**src/rtl/decode_stage.sv**
```systemverilog
// decode_stage: fetch-to-execute pipeline register with field decode and a 2-entry skid buffer.
// Ports: clk/rst (sync, active-high), flush (drop buffered work),
//   in_valid/in_ready/in_instr/in_pc (fetch side),
//   out_valid/out_ready plus decoded out_pc/op/rd/rs1/rs2/imm/imm_src/use_imm/illegal (execute side),
//   dispatch_count (wrapping count of handed-off instructions).
// Optional macro ILLEGAL_TRAP_EN: reserved ops raise out_illegal and a sticky stall until flush/rst.
module decode_stage #(
  parameter int PC_W  = 32,
  parameter int CNT_W = 16
) (
  input  logic             clk,
  input  logic             rst,
  input  logic             flush,
  input  logic             in_valid,
  output logic             in_ready,
  input  logic [31:0]      in_instr,
  input  logic [PC_W-1:0]  in_pc,
  output logic             out_valid,
  input  logic             out_ready,
  output logic [PC_W-1:0]  out_pc,
  output logic [3:0]       out_op,
  output logic [3:0]       out_rd,
  output logic [3:0]       out_rs1,
  output logic [3:0]       out_rs2,
  output logic [23:0]      out_imm,
  output logic [1:0]       out_imm_src,
  output logic             out_use_imm,
  output logic             out_illegal,
  output logic [CNT_W-1:0] dispatch_count
);
  typedef struct packed {
    logic [PC_W-1:0] pc;
    logic [31:0]     instr;
    logic [1:0]      src;
    logic            use_imm;
    logic            ill;
  } entry_t;

  entry_t out_q, out_d, skid_q, skid_d, in_e;
  logic out_v_q, out_v_d, skid_v_q, skid_v_d, rdy_q, rdy_d, acc, drn;
  logic [CNT_W-1:0] cnt_q;
  logic [3:0] op;

  assign op = in_instr[31:28];

  always_comb begin
    in_e.pc = in_pc;
    in_e.instr = in_instr;
    in_e.src = op <= 4'd3 ? 2'd3 : op <= 4'd7 ? 2'd1 : op <= 4'd9 ? 2'd0 : op <= 4'd11 ? 2'd2 : 2'd3;
    in_e.use_imm = op >= 4'd4 && op <= 4'd11;
`ifdef ILLEGAL_TRAP_EN
    in_e.ill = op >= 4'd12 && op <= 4'd14;
`else
    in_e.ill = 1'b0;
`endif
  end

`ifdef ILLEGAL_TRAP_EN
  logic trap_q, trap_d;
  // Trap is sticky: once an illegal op is taken, fetch stalls until a flush redirects it.
  assign trap_d = !flush && (trap_q || (acc && in_e.ill));
  always_ff @(posedge clk)
    if (rst) trap_q <= 1'b0;
    else trap_q <= trap_d;
`endif

  always_comb begin
    acc = in_valid && rdy_q;
    drn = out_v_q && out_ready;
    out_v_d = out_v_q;
    skid_v_d = skid_v_q;
    out_d = out_q;
    skid_d = skid_q;
    if (flush) begin
      out_v_d = 1'b0;
      skid_v_d = 1'b0;
    end else if (!out_v_q || drn) begin
      // Output slot frees up: the older skid entry goes first to keep program order.
      out_v_d = skid_v_q || acc;
      out_d = skid_v_q ? skid_q : acc ? in_e : out_q;
      skid_v_d = skid_v_q && acc;
      skid_d = skid_v_q && acc ? in_e : skid_q;
    end else if (acc) begin
      skid_v_d = 1'b1;
      skid_d = in_e;
    end
`ifdef ILLEGAL_TRAP_EN
    rdy_d = !skid_v_d && !trap_d;
`else
    rdy_d = !skid_v_d;
`endif
  end

  always_ff @(posedge clk)
    if (rst) begin
      out_v_q <= 1'b0;
      skid_v_q <= 1'b0;
      out_q <= '0;
      skid_q <= '0;
      rdy_q <= 1'b1;
      cnt_q <= '0;
    end else begin
      out_v_q <= out_v_d;
      skid_v_q <= skid_v_d;
      out_q <= out_d;
      skid_q <= skid_d;
      rdy_q <= rdy_d;
      cnt_q <= cnt_q + CNT_W'(drn);
    end

  assign in_ready = rdy_q;
  assign out_valid = out_v_q;
  assign out_pc = out_q.pc;
  assign out_op = out_q.instr[31:28];
  assign out_rd = out_q.instr[27:24];
  assign out_rs1 = out_q.instr[23:20];
  assign out_rs2 = out_q.instr[19:16];
  assign out_imm = out_q.instr[23:0];
  assign out_imm_src = out_q.src;
  assign out_use_imm = out_q.use_imm;
  assign out_illegal = out_q.ill;
  assign dispatch_count = cnt_q;
endmodule

```
**config.mk**
```make
export PLATFORM = sky130hd
export DESIGN_NAME = decode_stage
export DESIGN_NICKNAME = d
export VERILOG_FILES = /design/src/rtl/decode_stage.sv
export SDC_FILE = /design/constraint.sdc
export NUM_CORES = 1
export LEC_CHECK = 0
export CORE_ASPECT_RATIO = 1.4
export CORE_MARGIN = 2
export CORE_UTILIZATION = 52
export CTS_CLUSTER_SIZE = 16
export DETAILED_ROUTE_END_ITERATION = 6
export PLACE_DENSITY_LB_ADDON = 0.1
export SLEW_MARGIN = 30
export SYNTH_ARGS = -nofsm -noshare
export SYNTH_HDL_FRONTEND = slang
export SYNTH_SLANG_ARGS = --single-unit
```
**constraint.sdc**
```tcl
create_clock -name clk -period 3.35 [get_ports clk]
set_input_delay 0.5025 -clock clk [delete_from_list [all_inputs] [get_ports clk]]
set_output_delay 0.5025 -clock clk [all_outputs]
set_load 0.01 [all_outputs]
```
# Word level (Yosys, flattened, before mapping)

Cells that the tools add are included.

$add $sub $neg: 1
Multiply operators: 0
Divide/modulo/power cells: 0
Magnitude comparators: 5
Equal/unequal tests: 1
Shifts and indexed selects: 0
Muxes and demuxes: 11
Bitwise gates (word level): 1
Reductions and logical operators: 13

Operator list:

| kind                                                                                | number |
|---|---|
| 68-bit 2-to-1 mux                                                                   | 4 |
| 16-bit by 1-bit adder with 16-bit output                                            | 1 |
| 4-bit <= comparator, second input constant                                          | 2 |
| 2-bit 2-to-1 mux                                                                    | 3 |
| 3-bit AND reduction                                                                 | 2 |
| 4-bit by 3-bit greater-or-equal comparator with 1-bit output, second input constant | 1 |
| 4-bit by 2-bit <= comparator with 1-bit output, second input constant               | 1 |
| 4-bit by 3-bit <= comparator with 1-bit output, second input constant               | 1 |
| 1-bit logical AND                                                                   | 4 |
| 1-bit 2-to-1 mux                                                                    | 4 |
| 2-bit nonzero test                                                                  | 2 |
| 1-bit logical NOT                                                                   | 2 |
| 1-bit logical OR                                                                    | 2 |
| 2-bit by 1-bit inequality test with 1-bit output, second input constant             | 1 |
| 2-bit OR reduction                                                                  | 1 |
| 1-bit NOT                                                                           | 1 |

Bits in registers: 155
Bits in latches: 0
Memory bits (writable): 0
Memory bits (read-only): 0
Output and inout port bits: 94
Memories kept: 0

# Longest topological paths before layout

Word-level depth: 7
Gate-level depth with buffers: 7
Depth with buffers taken out: 7

# Worst setup path after synthesis

OpenSTA, ideal clock, no wires.

Path type: input-to-reg
Start: input port out_ready
End: register cnt_q[14], in the netlist dispatch_count[14]
Library setup time: 0.070 ns
Arrival time: 1.710 ns
Data required time: 3.280 ns
Path slack: 1.569 ns
Stages on the path: 6
Path buffers: 0
Cells stage by stage: and2_1 -> ha_1 -> ha_1 -> nand2_1 -> or4_1 -> a21oi_1

Word-level cells in the longest chain between the ends: 2

RTL lines:

| item                                     | RTL line | source |
|---|---|---|
| start: declaration                       | 19       | `input logic out_ready,` |
| 1-bit logical AND                        | 69       | `drn = out_v_q && out_ready;` |
| 16-bit by 1-bit adder with 16-bit output | 108      | `cnt_q <= cnt_q + CNT_W'(drn);` |
| end signal: assignment                   | 108      |  |
| end: declaration                         | 41       | `logic [CNT_W-1:0] cnt_q;` |

Every way passes these cells.
A chain may end at the register's enable or synchronous reset.

# Final worst setup path

Start: input port in_valid
End: register out_q (netlist bit out_imm[5])

Word-level cells in the longest chain between the ends: 3

RTL lines:

| item                                 | RTL line | source |
|---|---|---|
| start: declaration                   | 14       | `input logic in_valid,` |
| 1-bit logical AND                    | 68       | `acc = in_valid && rdy_q;` |
| 2-bit nonzero test (no source line)  | --       |  |
| 3-bit AND reduction (no source line) | --       |  |
| end signal: assignment               | 105      | `out_q <= out_d;` |
| end: declaration                     | 39       | `entry_t out_q, out_d, skid_q, skid_d, in_e;` |

Every way passes these cells.

==> flow_summary.ini <==
[final_layout]
multi_input_area_um2 = 2818
regArea_um2 = 3067
final_util = 0.7148
area_delta_synth_final_pct = 35.46
layout.nets = 905
drive_gt1_frac = 0.05463
fillerInstances = 933
antenna_cells = 0

[critical_path]
worstReg2RegEnd = out_imm[5]
cp_cell_sequence = clkdlybuf4s50_1 -> nand2_1 -> a221oi_4 -> buf_12 -> nor2_1 -> a211oi_1
timing.rr.start = in_ready
required_ns = 3.67
crit_path_top_delay_cell = a221oi_4
path_buf_inv = 2
critPathMaxStageDelay_ns = 0.64
cp-end-kind = register
cp-start-kind = input port
ff2ff_path_depth = 5
worstSetupPathType = in2reg
reg2reg_slack_ns = 1.37
arrival_ns = 2.50
critPathTopFamily = compound AO/OA/AOI/OAI gates
critPathMaxFanout = 70

[logic_synthesis]
synthCells = 703
syn_area_per_cell_um2 = 8.828
synth_warnings = 0
ys_seq_area_frac = 0.4935
syn-num-nets = 779
synth_cell_types = 37
synth-seq-cells = 153
synth_area_leaders = dfxtp_1 (49%), mux2i_1 (11%), nand2_1 (8.2%)
synth_top_cell_by_area = dfxtp_1
synth_top_area_share = 0.4935
syn-cell-area_um2 = 6206

[cts]
cts_sinks = 153
cts.repair.resized = 0
numCtsBuffers = 17
clk_latency_ns = 0.41
clock_path_buffers = 2
post_cts_buffers = 0
clkTransAtPathRegs_ns = 0.06
cts-root-buf = clkbuf_16
htree_levels = 4
cts_tree = done
cts_hold_buffers = 0

[floorplanning]
rows = 47
io-pin-count = 163
dieWidth_um = 96.33
core_um2 = 11760
fp.dieH_um = 133.3
dieArea_um2 = 12840
initial_core_util = 0.5277

[min_path]
min_path_cells = 2
min_from = skid_q[54]
min_path_type = reg2reg
min_to = skid_q[54]

[global_route]
grt_pass1_vias = 4922
grt_overflow = 0
grt_pass1_wl_mm = 23.36
grt_util_all_layers = 0.2297
grt_max_degree = 71
antenna_found_initial = 0

[detailed_routing]
post_drt_via_cell_ratio = 5.359
via_count = 5300
drtPass1Iterations = 5
drtIter0Drc = 212
wl_mm = 14.63
drc = 0
post_drt_wl_per_cell_um = 14.80
ant_nets = 0

[status]
outcome = completed

[sta]
hold_violations = 0
setup-tns-final_ns = 0
tightest_slew_ns = 0.8689
drv_slew = 0
rsz0062_at_grt = no
setup_viol = 0
setup_ws_ns = 1.163
fmax_mhz = 457.3
fin_crit_sh = 0.6528
slew_headroom = 0.4207
min_period_ns = 2.187
clock_skew_ns = 0.008178

[flow_run]
cap_violations = 0

[pwr]
leakage_nw = 2.791
ir_worst_vdd_mv = 0.3504
p_per_area_nw_per_um2 = 511.1

[placed_design]
gp_congestion = 0.7915
dp_hpwl_mm = 9.369
pre_cts_slack_ns = 0.7391
portBuffers = 161
flip-flops by register name, indices dropped and copies added (netlist names):
| name | cells |
|---|---|
| out_pc | 32 |
| out_valid | 1 |
| in_ready | 1 |
| out_op | 4 |
| out_imm_src | 2 |
| skid_q | 67 |
| out_use_imm | 1 |
| out_imm | 24 |
| out_rd | 4 |
| dispatch_count | 16 |
| skid_v_q | 1 |
report_power, final:
part	switching [W]	total, W	internal, W
registers	0.0000381	0.00192	0.00189
logic	0.000210	0.000459	0.000249
clock network	0.000726	0.00191	0.00119
total	0.000973	0.00430	0.00332
how the worst max path moves through the flow:
stage / startpoint / to / slack (ns) / cells after the start
after floorplan: out_ready / dispatch_count[14] / 1.57 / 6
after global placement: in_valid / out_imm_src[1] / 0.85 / 6
after detailed placement: in_valid / out_pc[29] / 0.74 / 6
after CTS: in_valid / out_imm[5] / 1.18 / 6
after global routing: in_valid / out_pc[11] / 1.00 / 6
final: in_valid / out_imm[5] / 1.16 / 6
synthesized netlist by cell type:
library cell    n
xnor2_1         8
o41ai_1         1
nand2_1       136
and4_1          1
clkbuf_1       27
nor4_1          1
a21oi_1        70
nor3_1          6
buf_2          21
a211o_1         1
a211oi_1       67
and3_1          3
a21bo_2         1
or4b_1          1
nor2_1         81
a221oi_4        1
buf_4          12
o21bai_1        1
nand4_1         3
dfxtp_1       153
ha_1            7
or4_1           2
and2_1          2
a211oi_2        1
buf_1           3
o31ai_1         2
a311oi_1        1
o311ai_1        1
inv_1           6
inv_2           1
nand3_1         6
xor2_1          3
o21ai_0         1
nor2b_1         2
conb_1          1
nand2b_1        3
mux2i_1        66
metal layers:
metal / wire length (um) / vias to the layer above / GRT usage
met5: 0 / - / 0
met4: 140 / 0 / 0.06964
met3: 842 / 12 / 0.06335
met2: 7551 / 140 / 0.3897
met1: 6099 / 2491 / 0.2802
li1: - / 2657 / -
worst reg2reg max path: cells and delay by family (launching register included):
family	cells	cell delay, ns
AND/OR/NAND/NOR	2	0.34
buffers and inverters	1	0.35
AO/OA/AOI/OAI	2	0.87
flip-flops	1	0.34
per-stage QoR:
step / power (W) / hold slack (ns) / cell area [um^2] / instances
after floorplan: 0.002169 / 0.4360 / 6206 / 703
after global placement: 0.002410 / 0.4406 / 7809 / 957
after detailed placement: 0.002422 / 0.4467 / 7812 / 957
after CTS: 0.004329 / 0.4549 / 8407 / 989
after global routing: 0.004464 / 0.4729 / 8407 / 989
final: 0.004297 / 0.4529 / 8407 / 989
cell usage in the layout, fill, tap and decap left out, drive strengths merged, types with 7 or more instances in the layout:
master / instances
clkdlybuf4s50: 160
xnor2: 8
nor2: 81
a21oi: 70
buf: 10
clkbuf: 20
a211oi: 68
mux2i: 66
nand2: 136
ha: 7
inv: 9
dfxtp: 153
cells by family after synthesis:
logic type / Yosys count / share of synthesized area
xor+xnor: 11 / 0.01553
buf+inv: 70 / 0.05383
flops: 153 / 0.4935
other cells: 1 / 0.0006043
simple gates: 247 / 0.1605
mux: 66 / 0.1065
compound gates: 148 / 0.1554
fa+ha+maj: 7 / 0.01411
cell type report:
class,count,area share
Clock buffer,20,0.05313
Multi-Input combinational cell,480,0.3352
Clock inverter,12,0.01756
Timing Repair Buffer,170,0.2043
Inverter,7,0.003125
Sequential cell,153,0.3648
Tap cell,147,0.02188
No activity file was read; power rests on OpenSTA's default activity.
==> RTL edit: new RTL, same flow settings <==
`CNT_W`: 16 -> 32.
--- a/src/rtl/decode_stage.sv
+++ b/src/rtl/decode_stage.sv
@@ -8,3 +8,3 @@
   parameter int PC_W  = 32,
-  parameter int CNT_W = 16
+  parameter int CNT_W = 32
 ) (
Interface: changed (resized dispatch_count); port bits go from 163 to 179. No check against the original RTL was run, so the function may have changed too.
==> RTL edit against the original RTL <==
Cell count up 14%; maximum frequency down 18%; register-to-register slack worse by 0.57 ns; setup slack worse by 0.48 ns; first-iteration DRC count up 15%; total power up 5.6%; count of clock-buffer cells in the layout down 2; cell area up 12%; synthesized area up 12%; worst hold slack better by 0.0011 ns; largest power group unchanged; routed wire length up 17%; critical path type unchanged; sequential cell count up 16.
==> RTL edit: results (changes against the original RTL) <==
{| class="wikitable"
! Metric !! Value
|-
| Number of clock-tree buffers in the layout || 18 (was 20)
|-
| Met1 track demand over resource in global routing || 27.3% (was 28.0%)
|-
| CP max FO || 16 (was 70)
|-
| Count of inverters other than clock inverters in the layout || 9 (was 7)
|-
| Clock share of power || 43.1% (was 44.5%)
|-
| Top post-synthesis cells by area || dfxtp_1 49%, mux2i_1 9.5%, nand2_1 7.7% (was dfxtp_1 49%, mux2i_1 11%, nand2_1 8.2%)
|-
| Internal power || 0.00345 W (was 0.00332 W)
|-
| Slew @ Worst Pin || 0.847 ns (was 0.869 ns)
|-
| Via count normalized by instance count || 5.44 (was 5.36)
|-
| Post-synth net total || 873 (was 779)
|-
| Multi-input gates || 549 (was 480)
|-
| Fraction of area in clock buffers and inverters || 6.27% (was 7.07%)
|-
| Layout buffering overhead excluding clock cells || 20.3% (was 20.4%)
|-
| DRT iter0 DRCs || 244 (was 212)
|-
| Post-synthesis share of cell area spent on full adders, half adders and majority gates || 1.44% (was 1.41%)
|-
| Overall Global Routing Usage || 23.6% (was 23.0%)
|-
| Wire length per cell after detailed routing || 15.1 um (was 14.8 um)
|-
| Filler Cell Count || 1,033 (was 933)
|-
| Pin count of the biggest net entering global routing || 97 (was 71)
|-
| Synthesized flop and latch total || 169 (was 153)
|-
| Portion of the post-synthesis area used by sequential elements || 48.6% (was 49.4%)
|-
| Multiplexer share of the synthesized area || 9.65% (was 10.6%)
|-
| Setup skew after layout || 0.0113 ns (was 0.00818 ns)
|-
| Compound-gate portion of the synthesized area || 15.8% (was 15.5%)
|-
| Result of the run || finished clean (unchanged)
|-
| Share of power burned in registers || 46.6% (was 44.8%)
|-
| Top cell types by occurrence after synthesis || 169 x dfxtp_1, 142 x nand2_1, 83 x a21oi_1, 83 x nor2_1, 68 x a211oi_1 (was 153 x dfxtp_1, 136 x nand2_1, 81 x nor2_1)
|-
| Data arrival at the endpoint of the critical path || 3.02 ns (was 2.50 ns)
|-
| Register fraction of the total cell area || 36.0% (was 36.5%)
|-
| Static Leakage || 3.08 nW (was 2.79 nW)
|-
| Total Nets Final || 1,009 (was 905)
|-
| First-pass GRT wire length || 27.3 mm (was 23.4 mm)
|-
| Met2 usage || 41.4% (was 39.0%)
|-
| Area of the multi-input gates || 3260 um2 (was 2820 um2)
|-
| Vias in the first global route || 5,816 (was 4,922)
|}
==> RTL edit: changes by cell type after synthesis, sizes merged, moves of 5 or more <==
cell    unedited run  this run
a21oi             70        83
buf               36        21
clkbuf            27        48
dfxtp            153       169
nand2            136       142
nand4              3         9
o21ai              1         6
o31ai              2        11
or3                0         8
or4                2        11
==> RTL edit: metrics by stage <==
step	utilization [%]	setup WS, ns	area [um2]	instances	power [W]
floorplan	-	1.16	6960	796	0.00236
global placement	66.8	0.404	8820	1095	0.00261
detailed placement	66.9	0.348	8830	1095	0.00263
CTS	71.3	0.734	9420	1127	0.00457
global route	71.3	0.558	9420	1127	0.00470
finish	71.3	0.682	9420	1127	0.00454
==> RTL edit: logic make-up (layout without fill, tap and decap cells) <==
kind of cell / after synthesis / count (layout)
AOI/OAI and AO/OA: 174 / 174
xor gates and xnor gates: 13 / 13
muxes: 67 / 67
DFF: 169 / 169
buffers and inverters: 78 / 227
and+or+nand+nor: 286 / 286
other: 1 / 1
adders and majority gates: 8 / 8
==> RTL edit: worst max-delay path: stages <==
cell and delay (ns):
clkdlybuf4s50_1 0.49, and2_1 0.18, ha_1 0.19, ha_1 0.23, nand2_1 0.11, or3_1 0.62, or4_1 0.54, a21oi_1 0.16
==> RTL edit: worst paths after layout <==
check | endpoint | start | cells past startpoint | slack [ns]
worst max-delay path | dispatch_count[26] | out_ready | 8 | 0.68
worst min-delay path | skid_q[29] | skid_q[29] | 2 | 0.45
worst max register to register | dispatch_count[26] | out_valid | 7 | 0.80
worst min register to register | skid_q[29] | skid_q[29] | 2 | 0.45
==> RTL edit: per-layer routing <==
layer | vias up | wire [um]
li1 | 3043 | -
met1 | 2899 | 6990
met2 | 172 | 8940
met3 | 18 | 909
met4 | 0 | 221
met5 | - | 0
